File: src/rtl/cpu_pkg.sv
// Shared encodings for the multicycle MIPS core: controller states, ALU codes,
// opcode/funct values and the controller's datapath-control payload.
package cpu_pkg;

    localparam int unsigned OPCODE_W = 6;
    localparam int unsigned FUNCT_W  = 6;
    localparam int unsigned STATE_W  = 4;
    localparam int unsigned ALUOP_W  = 4;

    typedef enum logic [STATE_W-1:0] {
        S_FETCH, S_DECODE, S_MEMADR, S_MEMRD, S_MEMWB, S_MEMWR, S_EXEC, S_ALUWB,
        S_IEXEC, S_IWB, S_BEQ, S_BNE, S_JUMP, S_JAL, S_JALWB, S_JR
    } ctrl_state_t;

    typedef enum logic [ALUOP_W-1:0] {
        ALU_AND  = 4'h0,
        ALU_OR   = 4'h1,
        ALU_ADD  = 4'h2,
        ALU_XOR  = 4'h3,
        ALU_SUB  = 4'h6,
        ALU_SLT  = 4'h7,
        ALU_SLTU = 4'h8,
        ALU_NE   = 4'h9,
        ALU_NOR  = 4'hC
    } alu_op_t;

    localparam logic [OPCODE_W-1:0] OP_RTYPE = 6'h00;
    localparam logic [OPCODE_W-1:0] OP_J     = 6'h02;
    localparam logic [OPCODE_W-1:0] OP_JAL   = 6'h03;
    localparam logic [OPCODE_W-1:0] OP_BEQ   = 6'h04;
    localparam logic [OPCODE_W-1:0] OP_BNE   = 6'h05;
    localparam logic [OPCODE_W-1:0] OP_ADDI  = 6'h08;
    localparam logic [OPCODE_W-1:0] OP_ADDIU = 6'h09;
    localparam logic [OPCODE_W-1:0] OP_SLTI  = 6'h0A;
    localparam logic [OPCODE_W-1:0] OP_LW    = 6'h23;
    localparam logic [OPCODE_W-1:0] OP_SW    = 6'h2B;

    localparam logic [FUNCT_W-1:0] F_JR   = 6'h08;
    localparam logic [FUNCT_W-1:0] F_ADD  = 6'h20;
    localparam logic [FUNCT_W-1:0] F_ADDU = 6'h21;
    localparam logic [FUNCT_W-1:0] F_SUB  = 6'h22;
    localparam logic [FUNCT_W-1:0] F_SUBU = 6'h23;
    localparam logic [FUNCT_W-1:0] F_AND  = 6'h24;
    localparam logic [FUNCT_W-1:0] F_OR   = 6'h25;
    localparam logic [FUNCT_W-1:0] F_XOR  = 6'h26;
    localparam logic [FUNCT_W-1:0] F_NOR  = 6'h27;
    localparam logic [FUNCT_W-1:0] F_SLT  = 6'h2A;
    localparam logic [FUNCT_W-1:0] F_SLTU = 6'h2B;

    typedef struct packed {
        logic        iord;
        logic        alu_src_a;
        logic [2:0]  alu_src_b;
        alu_op_t     alu_op;
        logic [1:0]  pc_src;
        logic [1:0]  mem_to_reg;
        logic [1:0]  reg_dst;
        logic        ir_write;
        logic        pc_write;
        logic        reg_write;
        logic        mem_write;
        logic        branch;
        logic        branch_ctrl;
        logic        illegal;
    } ctrl_t;

endpackage

File: src/rtl/alu_decoder.sv
// R-type funct to ALU operation decode; valid_c drops for functs the core
// does not implement.
module alu_decoder
    import cpu_pkg::*;
(
    input  logic [FUNCT_W-1:0] funct_i,
    output alu_op_t            alu_op_c,
    output logic               valid_c
);

    always_comb begin
        alu_op_c = ALU_ADD;
        valid_c  = 1'b1;
        case (funct_i)
            F_ADD, F_ADDU: alu_op_c = ALU_ADD;
            F_SUB, F_SUBU: alu_op_c = ALU_SUB;
            F_AND:         alu_op_c = ALU_AND;
            F_OR:          alu_op_c = ALU_OR;
            F_XOR:         alu_op_c = ALU_XOR;
            F_NOR:         alu_op_c = ALU_NOR;
            F_SLT:         alu_op_c = ALU_SLT;
            F_SLTU:        alu_op_c = ALU_SLTU;
            default:       valid_c  = 1'b0;
        endcase
    end

endmodule

File: src/rtl/multicycle_ctrl.sv
// Main control FSM of the multicycle MIPS core: one state per clk_en pulse,
// Moore datapath selects, write strobes qualified by clk_en and reset.
module multicycle_ctrl
    import cpu_pkg::*;
(
    input  logic                clk_100M,
    input  logic                rst,
    input  logic                clk_en,
    input  logic [OPCODE_W-1:0] opcode,
    input  logic [FUNCT_W-1:0]  funct,
    output logic                IorD,
    output logic                AluSrcA,
    output logic [2:0]          AluSrcB,
    output logic [ALUOP_W-1:0]  AluOp,
    output logic [1:0]          PCSrc,
    output logic [1:0]          MemtoReg,
    output logic [1:0]          RegDst,
    output logic                IRWrite,
    output logic                PCWrite,
    output logic                RegWrite,
    output logic                MemWrite,
    output logic                Branch,
    output logic                BranchCtrl,
    output logic                illegal,
    output logic [STATE_W-1:0]  state
);

    ctrl_state_t state_q, state_d;
    ctrl_t       ctrl;
    alu_op_t     funct_op;
    logic        funct_ok;

    alu_decoder u_alu_decoder (
        .funct_i  (funct),
        .alu_op_c (funct_op),
        .valid_c  (funct_ok)
    );

    always_ff @(posedge clk_100M) begin
        if (!rst) begin
            state_q <= S_FETCH;
        end else if (clk_en) begin
            state_q <= state_d;
        end
    end

    always_comb begin
        state_d        = state_q;
        ctrl           = '0;
        ctrl.alu_op    = ALU_ADD;
        case (state_q)
            S_FETCH: begin
                ctrl.alu_src_b = 3'b001;
                ctrl.ir_write  = 1'b1;
                ctrl.pc_write  = 1'b1;
                state_d        = S_DECODE;
            end
            S_DECODE: begin
                // Branch target PC+4+(imm<<2) lands in AluOut for BEQ/BNE.
                ctrl.alu_src_b = 3'b011;
                case (opcode)
                    OP_LW, OP_SW:                state_d = S_MEMADR;
                    OP_RTYPE:                    state_d = (funct == F_JR) ? S_JR : S_EXEC;
                    OP_BEQ:                      state_d = S_BEQ;
                    OP_BNE:                      state_d = S_BNE;
                    OP_ADDI, OP_ADDIU, OP_SLTI:  state_d = S_IEXEC;
                    OP_J:                        state_d = S_JUMP;
                    OP_JAL:                      state_d = S_JAL;
                    default: begin
                        state_d      = S_FETCH;
                        ctrl.illegal = 1'b1;
                    end
                endcase
            end
            S_MEMADR: begin
                ctrl.alu_src_a = 1'b1;
                ctrl.alu_src_b = 3'b010;
                state_d        = (opcode == OP_SW) ? S_MEMWR : S_MEMRD;
            end
            S_MEMRD: begin
                ctrl.iord = 1'b1;
                state_d   = S_MEMWB;
            end
            S_MEMWB: begin
                ctrl.mem_to_reg = 2'b01;
                ctrl.reg_write  = 1'b1;
                state_d         = S_FETCH;
            end
            S_MEMWR: begin
                ctrl.iord      = 1'b1;
                ctrl.mem_write = 1'b1;
                state_d        = S_FETCH;
            end
            S_EXEC: begin
                ctrl.alu_src_a = 1'b1;
                ctrl.alu_op    = funct_op;
                if (funct_ok) begin
                    state_d = S_ALUWB;
                end else begin
                    state_d      = S_FETCH;
                    ctrl.illegal = 1'b1;
                end
            end
            S_ALUWB: begin
                ctrl.reg_dst   = 2'b01;
                ctrl.reg_write = 1'b1;
                state_d        = S_FETCH;
            end
            S_IEXEC: begin
                ctrl.alu_src_a = 1'b1;
                ctrl.alu_src_b = 3'b010;
                ctrl.alu_op    = (opcode == OP_SLTI) ? ALU_SLT : ALU_ADD;
                state_d        = S_IWB;
            end
            S_IWB: begin
                ctrl.reg_write = 1'b1;
                state_d        = S_FETCH;
            end
            S_BEQ, S_BNE: begin
                ctrl.alu_src_a   = 1'b1;
                ctrl.alu_op      = (state_q == S_BNE) ? ALU_NE : ALU_SUB;
                ctrl.branch      = 1'b1;
                ctrl.branch_ctrl = (state_q == S_BNE);
                ctrl.pc_src      = 2'b01;
                state_d          = S_FETCH;
            end
            S_JUMP: begin
                ctrl.pc_src   = 2'b10;
                ctrl.pc_write = 1'b1;
                state_d       = S_FETCH;
            end
            S_JAL: begin
                // PC+4 passes through the ALU into AluOut while PC takes the target.
                ctrl.alu_src_b = 3'b100;
                ctrl.pc_src    = 2'b10;
                ctrl.pc_write  = 1'b1;
                state_d        = S_JALWB;
            end
            S_JALWB: begin
                ctrl.reg_dst   = 2'b10;
                ctrl.reg_write = 1'b1;
                state_d        = S_FETCH;
            end
            S_JR: begin
                ctrl.alu_src_a = 1'b1;
                ctrl.alu_src_b = 3'b100;
                ctrl.pc_write  = 1'b1;
                state_d        = S_FETCH;
            end
            default: state_d = S_FETCH;
        endcase
        // While in reset the datapath sees FETCH selects and no strobes.
        if (!rst) begin
            ctrl           = '0;
            ctrl.alu_op    = ALU_ADD;
            ctrl.alu_src_b = 3'b001;
        end
    end

    assign IorD       = ctrl.iord;
    assign AluSrcA    = ctrl.alu_src_a;
    assign AluSrcB    = ctrl.alu_src_b;
    assign AluOp      = ctrl.alu_op;
    assign PCSrc      = ctrl.pc_src;
    assign MemtoReg   = ctrl.mem_to_reg;
    assign RegDst     = ctrl.reg_dst;
    assign BranchCtrl = ctrl.branch_ctrl;
    assign IRWrite    = ctrl.ir_write  & clk_en;
    assign PCWrite    = ctrl.pc_write  & clk_en;
    assign RegWrite   = ctrl.reg_write & clk_en;
    assign MemWrite   = ctrl.mem_write & clk_en;
    assign Branch     = ctrl.branch    & clk_en;
    assign illegal    = ctrl.illegal   & clk_en;
    assign state      = state_q;

endmodule
File: config.mk
export PLATFORM = sky130hd
export DESIGN_NAME = multicycle_ctrl
export DESIGN_NICKNAME = d
export VERILOG_FILES = /design/src/rtl/cpu_pkg.sv /design/src/rtl/alu_decoder.sv /design/src/rtl/multicycle_ctrl.sv
export SDC_FILE = /design/constraint.sdc
export NUM_CORES = 1
export LEC_CHECK = 0
export ABC_AREA = 1
export ABC_CLOCK_PERIOD_IN_PS = 1700
export BUFFER_PORTS_ARGS = -buffer_cell sky130_fd_sc_hd__buf_2
export CORE_MARGIN = 8
export CORE_UTILIZATION = 45
export CTS_BUF_LIST = sky130_fd_sc_hd__clkbuf_16
export DETAILED_ROUTE_END_ITERATION = 12
export GPL_ROUTABILITY_DRIVEN = 0
export HOLD_SLACK_MARGIN = 0.05
export PLACE_DENSITY = 0.78
export SKIP_CTS_REPAIR_TIMING = 1
export SLEW_MARGIN = 20
export SYNTH_ARGS = -nofsm -noshare
export SYNTH_HDL_FRONTEND = slang
export SYNTH_SLANG_ARGS = --single-unit
File: constraint.sdc
create_clock -name clk_100M -period 1.7 [get_ports clk_100M]
set_clock_uncertainty 0.15 [all_clocks]
set_input_delay 0.085 -clock clk_100M [delete_from_list [all_inputs] [get_ports clk_100M]]
set_output_delay 0.085 -clock clk_100M [all_outputs]
set_load 0.1 [all_outputs]
==> results of run 1 <==
## synth_stat cells
cell	instances	share of area (%)
nand2_1	39	17
nor2_1	36	16
inv_1	24	10
nand3_1	15	8.7
a21oi_1	11	6.4
inv_2	7	3.1
nor3_1	6	3.5
o21ai_0	6	3.5
dfxtp_1	4	9.3
nor2_2	4	2.9
a21oi_2	3	3.1
nor2_4	3	3.9
a211oi_1	1	0.87
a41oi_1	1	1.0
buf_1	1	0.44
buf_4	1	0.87
conb_1	1	0.44
nand2_2	1	0.73
nand3_2	1	1.2
nand3b_1	1	0.87
nand4_1	1	0.73
nor2_8	1	2.3
nor3b_2	1	1.5
o211ai_1	1	0.87
o21ai_1	1	0.58
## per-stage QoR
step	area, um^2	worst slack (ps)	utilization (%)	hold slack [ps]
floorplan	1100	-855	-	38.9
global placement	1650	131	87.8	236
detailed placement	1650	39.9	87.8	251
CTS	1730	-224	91.8	13.5
## logic make-up after synthesis
kind of cell	synth area share [%]
compound gates	16.3
other cells	0.436
simple gates	59.1
buf+inv	14.8
flops	9.32
==> qor.yml, run 1 <==
status:
  status: "did not finish"
  lastStage: "5_1_grt"
  stop_error: "[ERROR DPL-0038] Utilization greater than 100%, impossible to legalize"
timing:
  grt-worst-endpoint: "AluOp[1]"
  worstEndpointType: "top-level output"
floorplanning:
  ios: 41
  die_y_um: 59.7
  fp.dieW_um: 59.7
  initial_utilization_pct: 45.7
  rows: 16
grt:
  grt_max_degree: 9
logic_synthesis:
  synth_cells: 171
  synth_warnings: 0
  ys_seq_area_share_pct: 9.32
  synth-seq-cells: 4
  syn_avg_cell_area_um2: 5.03
  synth_nets: 186
  yosysUniqueCellTypes: 25
  syn-cell-area_um2: 860
clock_network:
  cts_buffers: 3
  root_buffer: "clkbuf_16"
  cts_sinks: 4
  cts_max_path_buffers: 2
  htreeDepth: 1
placed_design:
  io_buffer_count: 39
  dp_hpwl_mm: 3.09
  placed_cells: 238
==> inputs of run 2 (changes only) <==
Settings changed: CORE_AREA from default to 8 8 69 71, CORE_MARGIN 8 to default, CORE_UTILIZATION 45 to default, CTS_BUF_LIST sky130_fd_sc_hd__clkbuf_16 to default, DIE_AREA from default to 0 0 77 79, HOLD_SLACK_MARGIN 0.05 to default, PLACE_DENSITY 0.78 to default, PLACE_DENSITY_LB_ADDON from default to 0.15.
==> run 2 against run 1 <==
Synthesized cell count unchanged; area after synthesis unchanged; the flow now finishes, with violations (setup timing).
==> qor.yml, run 2 <==
power_and_ir_drop:
  powerDensity_nw_per_um2: 316
  ir_drop_v: 0.000384
  leakagePower_nw: 0.804
clock_network:
  path_clk_slew_ps: 30
  root_buffer: "clkbuf_8"
  cts_buffers: 3  # unchanged
  tritoncts: "built"
  insertion_delay_ps: 220
  htreeDepth: 1  # unchanged
  cts_max_path_buffers: 2  # unchanged
  cts_sinks: 4  # unchanged
timing:
  rsz0062_at_grt: "yes"
  finalSetupViolations: 8
  hold_ws_ps: 20.1
  fmax_mhz: 556
  slew_viol_final: 0
  timing.final.ws_setup_ps: -99.3
  hold_viol_final: 0
  slew_headroom_pct: 66.4
  finalCriticalPeriod_ps: 1800
  setup_tns_ps: -372
  post-route-period-util_pct: 106
  tightest_slew_ps: 503
floorplanning:
  fp.dieW_um: 77  # +29%
  rows: 23  # +7
  die_area_um2: 6080
  initial_utilization_pct: 22.6  # -23 points
  ios: 41  # unchanged
  coreArea_um2: 3800
  die_y_um: 79  # +32%
critical_path:
  max_stage_delay_ps: 350
  crit_path_frequent_cell: "buf_4"
  crit_chain: "buf_4, nor2_2, buf_4, nand2_1, a41oi_4, buf_12"
  cp_data_arrival_time_ps: 1560
  crit_start: "state[1]"
  cp_slowest_cell: "dfxtp_4"
  regToRegSetupSlack_ps: 200
  r2r-start: "state[1]"
  worst-path-max-fanout: 5
  path_delay_family: "buffers and inverters"
  path_buf_inv: 3
  critPathLaunchType: "flop"
  crit_path_end_kind: "primary output"
  cp.required_ps: 1460
  crit_type: "reg2out"
min_path:
  hold_class: "in2reg"
  hold_start: "clk_en"
final_layout:
  drive_gt1_share_pct: 50.7
  final_common_cell: "nand2_1"
  largest_reg_flops: 4
  area.growth.synth_to_final_pct: 115
  diodes: 0
  fin_nets: 240
  final_cell_mix: "nand2_1 (38), nor2_1 (23), buf_12 (20)"
grt:
  grt_pass1_wl_mm: 5.28
  grt_max_degree: 9
  grt_pass1_vias: 1154
  antenna_found_initial: 0
  globalRouteOverflowTotal: 0
  track_usage_pct: 10.3
routing:
  drc_errors: 0
  met3_length_um: 208
  routed_wl_mm: 3.22
  wl_per_cell_um: 11.8
  top_layer_used: "met3"
  first_pass_iters: 4
  ant_nets: 0
  wl_met2_mm: 1.59
  viasPerCell: 4.53
  drt_iter0_drc: 54
  via_count: 1237
  drt-met1-wl_mm: 1.43
logic_synthesis:
  synth_cells: 171  # unchanged
  synth_ff_type: "dfxtp_1"
  yosysUniqueCellTypes: 25  # unchanged
  syn-cell-area_um2: 860  # unchanged
  synth_edf_count: 0  # unchanged
  synth.top_cells.by_area: "nand2_1 (17%), nor2_1 (16%), inv_1 (10%)"
  yosysMostFrequentCell: "nand2_1"
  yosysTopAreaCell: "nand2_1"
  synth_common_cells: "nand2_1 (39), nor2_1 (36), inv_1 (24), nand3_1 (15), a21oi_1 (11)"
  ys_async_sr_fraction_pct: 0  # unchanged
  syn_avg_cell_area_um2: 5.03  # unchanged
  synth-seq-cells: 4  # unchanged
  synth_warnings: 0  # unchanged
  synth_top_area_share_pct: 17.0  # unchanged
  synth_nets: 186  # unchanged
  ys_seq_area_share_pct: 9.32  # unchanged
run:
  max_cap_viol_count: 0
placed_design:
  dp_hpwl_mm: 2.73  # -12%
  io_buffer_count: 39  # unchanged
  post-place-ws_ps: 46.2  # +6.31 ps
status:
  failed_checks: "setup timing"
  status: "finished, violations left"
[run 2: cell counts after synthesis]
Identical to the previous run, type by type.
[run 2: where the power goes]
part | total, mW | switching, mW | internal [mW]
registers | 0.102 | 0.00865 | 0.0935
clock network | 0.200 | 0.0489 | 0.151
logic | 0.280 | 0.195 | 0.0854
total | 0.582 | 0.253 | 0.330
[run 2: metrics by stage]
stage | power, mW | cell area, um^2 | cells | util, %
final | 0.582 | 1850 | 273 | 48.6
after global routing | 0.615 | 1850 | 273 | 48.6
after CTS | 0.579 | 1720 | 264 | 45.3
after detailed placement | 0.371 | 1680 | 261 | 44.2
after global placement | 0.371 | 1680 | 261 | 44.2
after floorplan | 0.285 | 1100 | 171 | -
[run 2: final cells by class]
| cell class | count | area, um^2 |
|---|---|---|
| clock buffer | 3 | 41.3 |
| timing repair buffer | 51 | 609 |
| fill | 392 | 1950 |
| inverter | 31 | 135 |
| sequential | 4 | 95.1 |
| multi-input combinational | 134 | 902 |
| tap | 50 | 62.6 |
[run 2: worst paths after layout]
path                                  to  cells after the start
worst min-delay path            state[1]                      2
worst min register to register  state[2]                      2
worst max register to register  state[1]                      9
worst max-delay path            RegWrite                      6
[run 2: cell families (layout without fill, tap and decap cells)]
kind of cell	count (synthesis)	after routing	share of synthesized area [%]
compound gates	24	24	16.3
buf+inv	33	85	14.8
flops	4	4	9.32
other cells	1	1	0.436
simple gates	109	109	59.1
[run 2: per-layer routing]
layer	up-vias	track usage [%]
li1	647	-
met1	561	12.4
met2	29	17.6
met3	0	3.39
met4	0	1.70
met5	-	0
[run 2: worst reg2reg max path, stage by stage, from the launching register on]
cell and delay [ps]:
dfxtp_4 350, buf_4 140, nor2_4 130, inv_4 70, buf_4 140, nor2_2 110
a21oi_2 60, nand3_1 100, nand3_1 80, o21ai_0 90
(Power assumes the default switching activity.)
==> inputs of run 3 (changes only) <==
--- a/config.mk
+++ b/config.mk
@@ -10,4 +10,5 @@
 export BUFFER_PORTS_ARGS = -buffer_cell sky130_fd_sc_hd__buf_2
 export CORE_AREA = 8 8 69 71
+export CTS_BUF_LIST = sky130_fd_sc_hd__clkbuf_4
 export DETAILED_ROUTE_END_ITERATION = 12
 export DIE_AREA = 0 0 77 79
--- a/constraint.sdc
+++ b/constraint.sdc
@@ -3,3 +3,3 @@
 set_input_delay 0.085 -clock clk_100M [delete_from_list [all_inputs] [get_ports clk_100M]]
 set_output_delay 0.085 -clock clk_100M [all_outputs]
-set_load 0.1 [all_outputs]
+set_load 0.01 [all_outputs]
==> run 3 against run 2 <==
The flow finishes with violations (hold timing); sequential cell count unchanged; combinational power fell by 47%; cell count down 1.1%; via count fell by 5.8%; clock power is 39% lower; sequential share of layout area increased by 2.4 points; count of clock-buffer cells in the layout is the same; first-iteration DRC count fell by 19%; die area is the same; highest routed layer is now met4.
==> qor.yml, run 3 (synthesis gave the netlist of run 2 again) <==
status:
  status: "finished, violations left"
  failed_checks: "hold timing"
final_layout:
  diodes: 0  # unchanged
  fillers: 452  # +15%
  final_cell_mix: "nand2_1 (39), buf_2 (39), nor2_1 (35)"
  fin_nets: 237  # -1.3%
  seqCellArea_um2: 95.1  # unchanged
  largest_reg_flops: 4  # unchanged
  multi_input_area_um2: 689  # -24%
  area.growth.synth_to_final_pct: 46.4
  drive_gt1_share_pct: 36.4  # -14 points
routing:
  met3_length_um: 155  # -25%
  drt_iter0_drc: 44  # -19%
  wl_per_cell_um: 11.5  # -2.6%
  routed_wl_mm: 3.10  # -3.6%
  top_layer_used: "met4"
  drc_errors: 0  # unchanged
  wl_met2_mm: 1.48  # -6.9%
  first_pass_iters: 4  # unchanged
  drt-met1-wl_mm: 1.45  # +2.0%
  ant_nets: 0  # unchanged
  via_count: 1165  # -5.8%
  viasPerCell: 4.31  # -4.8%
grt:
  globalRouteOverflowTotal: 0  # unchanged
  track_usage_pct: 9.57  # -0.69 points
  grt_pass1_wl_mm: 4.95  # -6.1%
  grt_pass1_vias: 1113  # -3.6%
  antenna_found_initial: 0  # unchanged
  grt_max_degree: 15  # +6
clock_network:
  insertion_delay_ps: 240  # +20 ps
  htreeDepth: 1  # unchanged
  path_clk_slew_ps: 40  # about the same
  tritoncts: "built"
  cts_max_path_buffers: 2  # unchanged
  root_buffer: "clkbuf_4"
  cts_buffers: 3  # unchanged
  cts_sinks: 4  # unchanged
min_path:
  hold_class: "in2reg"
power_and_ir_drop:
  power_mw: 0.372  # -36%
  ir_drop_v: 0.000379  # -1.2%
  p_clk_share_pct: 33.1  # -1.2 points
  switching_share_pct: 39.0  # -4.4 points
  combPwrFrac_pct: 39.8  # -8.4 points
  powerDensity_nw_per_um2: 296  # -6.4%
  p_int_mw: 0.227  # -31%
  leakagePower_nw: 0.697  # -13%
  seqPwrFrac_pct: 27.1  # +9.6 points
  switching_power_mw: 0.145  # -43%
critical_path:
  crit_path_frequent_cell: "inv_4"
  path_delay_family: "flip-flops"
  cp_data_arrival_time_ps: 1460  # -100 ps
  crit_type: "reg2out"
  crit_chain: "inv_4, nor2_4, nand2_4, inv_4, o21ai_2, nor2_1, o211ai_1, buf_2"
  max_stage_delay_ps: 390  # +40 ps
  worst-path-max-fanout: 6  # +1
  cp_slowest_cell: "dfxtp_4"
  critPathLaunchType: "flop"
  cp.required_ps: 1460  # about the same
  crit_path_end_kind: "primary output"
  path_buf_inv: 3  # unchanged
timing:
  hold_ws_ps: -0.117  # -20.2 ps
  rsz0062_at_grt: "yes"
  post-route-period-util_pct: 99.6  # -6.2 points
  finalSetupViolations: 0  # -8
  hold_viol_final: 1  # +1
  fmax_mhz: 591  # +6.3%
  finalCriticalPeriod_ps: 1690  # -106 ps
  timing.final.ws_setup_ps: 6.75  # +106 ps
  setup_tns_ps: 0  # +372 ps
  slew_viol_final: 0  # unchanged
floorplanning:
  fp.dieW_um: 77  # unchanged
  die_y_um: 79  # unchanged
  rows: 23  # unchanged
  coreArea_um2: 3800  # unchanged
  ios: 41  # unchanged
  die_area_um2: 6080  # unchanged
  initial_utilization_pct: 22.6  # unchanged
placed_design:
  dp_hpwl_mm: 2.61  # -4.2%
  post-place-ws_ps: 27.7  # -18.5 ps
  io_buffer_count: 39  # unchanged
run:
  max_cap_viol_count: 0  # unchanged
-- run 3: cell types whose count changed in the layout (fill, tap and decap cells not counted), sizes merged --
cell and delta:
clkinvlp -1, buf -3, clkbuf -1, dlygate4sd3 +1, inv +1
-- run 3: layer usage --
metal	GRT usage, %	vias up
met1	11.6	509
met5	0	-
met2	16.7	22
met3	2.60	2
met4	1.70	0
li1	-	632
-- run 3: cell type report --
class                   count  area share [%]
flip-flops and latches      4            7.55
multi-input cells         134            54.8
clock buffers               3            1.79
well taps                  50            4.97
inverters                  31            9.84
repair buffers             48            21.1
-- run 3: tightest hold or removal path, stage by stage --
cell,delay [ps]
buf_2,140
nand2_1,80
a21oi_2,40
-- run 3: path summary, 6_finish.rpt --
kind	startpoint	end	slack, ps	depth (start not counted)
worst max-delay path	state[1]	AluOp[1]	7	8
worst min-delay path	clk_en	state[3]	-0.1	3
worst max register to register	state[2]	state[1]	220	9
worst min register to register	state[3]	state[3]	400	2
-- run 3: power groups by stage --
stage	Combinational [mW]	Sequential, mW	Clock, mW
final	0.148	0.101	0.123
after global routing	0.169	0.101	0.138
after CTS	0.139	0.104	0.123
after detailed placement	0.138	0.106	0
after global placement	0.140	0.105	0
after floorplan	0.0803	0.106	0
-- run 3: through the flow --
step	area, um^2	utilization [%]	std cells
after floorplan	860	-	171
after global placement	1120	29.5	260
after detailed placement	1120	29.5	260
after CTS	1140	30.1	263
after global routing	1260	33.1	270
final	1260	33.1	270
==> inputs of run 4 (changes only) <==
Settings changed: SYNTH_HIERARCHICAL from default to 1.
==> run 4 against run 3 <==
Critical path type unchanged; the run ends with setup timing left; via count increased by 6.5%; critical endpoint unchanged; worst hold slack improved by 10 ps; count of clock-buffer cells in the layout unchanged; register-to-register slack got worse by 30 ps; die area unchanged; routed wire length increased by 0.81%; first-iteration DRC count increased by 48%; maximum frequency decreased by 0.43%; non-clock buffer count increased by 3; total power decreased by 2.4%; sequential share of layout area decreased by 0.47 points.
==> qor.yml, run 4 <==
status:
  status: "finished, violations left"
  failed_checks: "setup timing"
clock_network:
  cts_max_path_buffers: 2  # unchanged
  insertion_delay_ps: 240  # about the same
  cts_buffers: 3  # unchanged
  cts_sinks: 4  # unchanged
  htreeDepth: 1  # unchanged
  tritoncts: "built"
  root_buffer: "clkbuf_4"
  path_clk_slew_ps: 30  # about the same
grt:
  antenna_found_initial: 0  # unchanged
  grt_max_degree: 16  # +1
  track_usage_pct: 9.86  # +0.29 points
  grt_pass1_wl_mm: 5.18  # +4.5%
  grt_pass1_vias: 1190  # +6.9%
  globalRouteOverflowTotal: 0  # unchanged
logic_synthesis:
  syn_avg_cell_area_um2: 4.89  # -2.7%
  synth_ff_type: "dfxtp_1"
  yosysMostFrequentCell: "nand2_1"
  syn-cell-area_um2: 895  # +4.1%
  synth.top_cells.by_area: "nand2_1 (21%), nor2_1 (15%), inv_1 (11%)"
  ys_seq_area_share_pct: 8.95  # -0.36 points
  yosysTopAreaCell: "nand2_1"
  synth_top_area_share_pct: 20.6  # +3.5 points
  ys_async_sr_fraction_pct: 0  # unchanged
  synth_warnings: 6  # +6
  synth_edf_count: 0  # unchanged
  synth_nets: 198  # +6.5%
  synth_cells: 183  # +7.0%
  yosysUniqueCellTypes: 27  # +8.0%
  synth-seq-cells: 4  # unchanged
  synth_common_cells: "nand2_1 (49), nor2_1 (36), inv_1 (26), nand3_1 (19), a21oi_1 (9)"
floorplanning:
  ios: 41  # unchanged
  die_area_um2: 6080  # unchanged
  coreArea_um2: 3800  # unchanged
  initial_utilization_pct: 23.6  # +0.92 points
  die_y_um: 79  # unchanged
  rows: 23  # unchanged
  fp.dieW_um: 77  # unchanged
final_layout:
  fin_area_um2: 1340  # +6.6%
  multi_input_area_um2: 743  # +7.8%
  drive_gt1_share_pct: 39.1  # +2.8 points
  diodes: 0  # unchanged
  final_common_cell: "nand2_1"
  area.growth.synth_to_final_pct: 49.9
  seqCellArea_um2: 95.1  # unchanged
  fin_nets: 252  # +6.3%
  final_cell_mix: "nand2_1 (47), buf_2 (39), nor2_1 (31)"
  largest_reg_flops: 4  # unchanged
  fin_util_pct: 35.3  # +2.2 points
  fillers: 468  # +3.5%
critical_path:
  cp.required_ps: 1460  # about the same
  critPathLaunchType: "flop"
  worst-path-max-fanout: 6  # unchanged
  crit_type: "reg2out"
  cp_data_arrival_time_ps: 1470  # about the same
  crit_path_end_kind: "primary output"
power_and_ir_drop:
  leakagePower_nw: 0.790  # +13%
  powerDensity_nw_per_um2: 271  # -8.4%
  ir_drop_v: 0.000164  # -57%
  power_mw: 0.363  # -2.4%
timing:
  slew_viol_final: 0  # unchanged
  rsz0062_at_grt: "yes"
  hold_ws_ps: 9.94  # +10.1 ps
  hold_viol_final: 0  # -1
  finalCriticalPeriod_ps: 1700  # +7.29 ps
  fmax_mhz: 588  # -0.43%
  finalSetupViolations: 1  # +1
  timing.final.ws_setup_ps: -0.544  # -7.29 ps
  post-route-period-util_pct: 100  # +0.43 points
routing:
  routed_wl_mm: 3.13  # +0.81%
  wl_per_cell_um: 11.0  # -4.5%
  via_count: 1241  # +6.5%
  drc_errors: 0  # unchanged
  ant_nets: 0  # unchanged
  viasPerCell: 4.35  # +0.92%
  first_pass_iters: 4  # unchanged
  drt_iter0_drc: 65  # +48%
placed_design:
  io_buffer_count: 39  # unchanged
  placed_cell_area_um2: 1170  # +4.5%
  dp_hpwl_mm: 2.56  # -2.0%
run:
  max_cap_viol_count: 0  # unchanged
min_path:
  hold_class: "in2reg"
run 4: changes by cell type after synthesis, sizes merged, moves of 2 or more:
| cell | delta |
|---|---|
| nand3 | +4 |
| a21oi | -4 |
| inv | +2 |
| o21ai | -2 |
| nand2 | +10 |
run 4: path summary, 6_finish.rpt:
check             endpoint  depth (start not counted)     start  slack [ps]
setup / recovery  AluOp[1]                          8  state[3]        -0.5
hold / removal    state[1]                          3       rst          10
setup reg to reg  state[1]                         11  state[2]         190
hold reg to reg   state[2]                          2  state[2]         390
run 4: power breakdown:
group	internal, mW	switching, mW	total, mW
Clock	0.0792	0.0433	0.123
Sequential	0.0919	0.00310	0.0950
Combinational	0.0527	0.0931	0.146
run 4: logic make-up (layout without fill, tap and decap cells):
group	count (synthesis)	in the layout	share of synthesized area, %
compound gates	18	18	11.3
buf+inv	35	87	15.1
flops	4	4	8.95
other cells	1	1	0.419
simple gates	125	125	64.2
run 4: worst max-delay path: stages (launching register included):
cell and delay [ps]:
dfxtp_4 390, inv_2 60, nor2_4 150, buf_4 140, buf_4 110, a21oi_4 50, nor2_1 90, o211ai_1 90
buf_2 150
run 4: cell type report:
cell class | count | share of cell area [%]
Clock buffer | 3 | 1.68
Inverter | 33 | 9.61
Sequential cell | 4 | 7.09
Tap cell | 50 | 4.66
Timing Repair Buffer | 51 | 21.5
Multi-Input combinational cell | 144 | 55.4
run 4: layer usage:
metal  up-vias  routed length [um]  track usage [%]
li1        680                   -                -
met1       535                1520             12.2
met2        24                1450             16.8
met3         2                 137             2.48
met4         0                  21             2.26
met5         -                   0                0
run 4: metrics by stage:
step / TNS, ps / std cells / setup WS [ps]
final: -0.544 / 285 / -0.544
after global routing: -242 / 285 / -87.8
after CTS: -864 / 277 / -155
after detailed placement: 0 / 274 / 105
after global placement: 0 / 274 / 54.8
after floorplan: 0 / 183 / 255
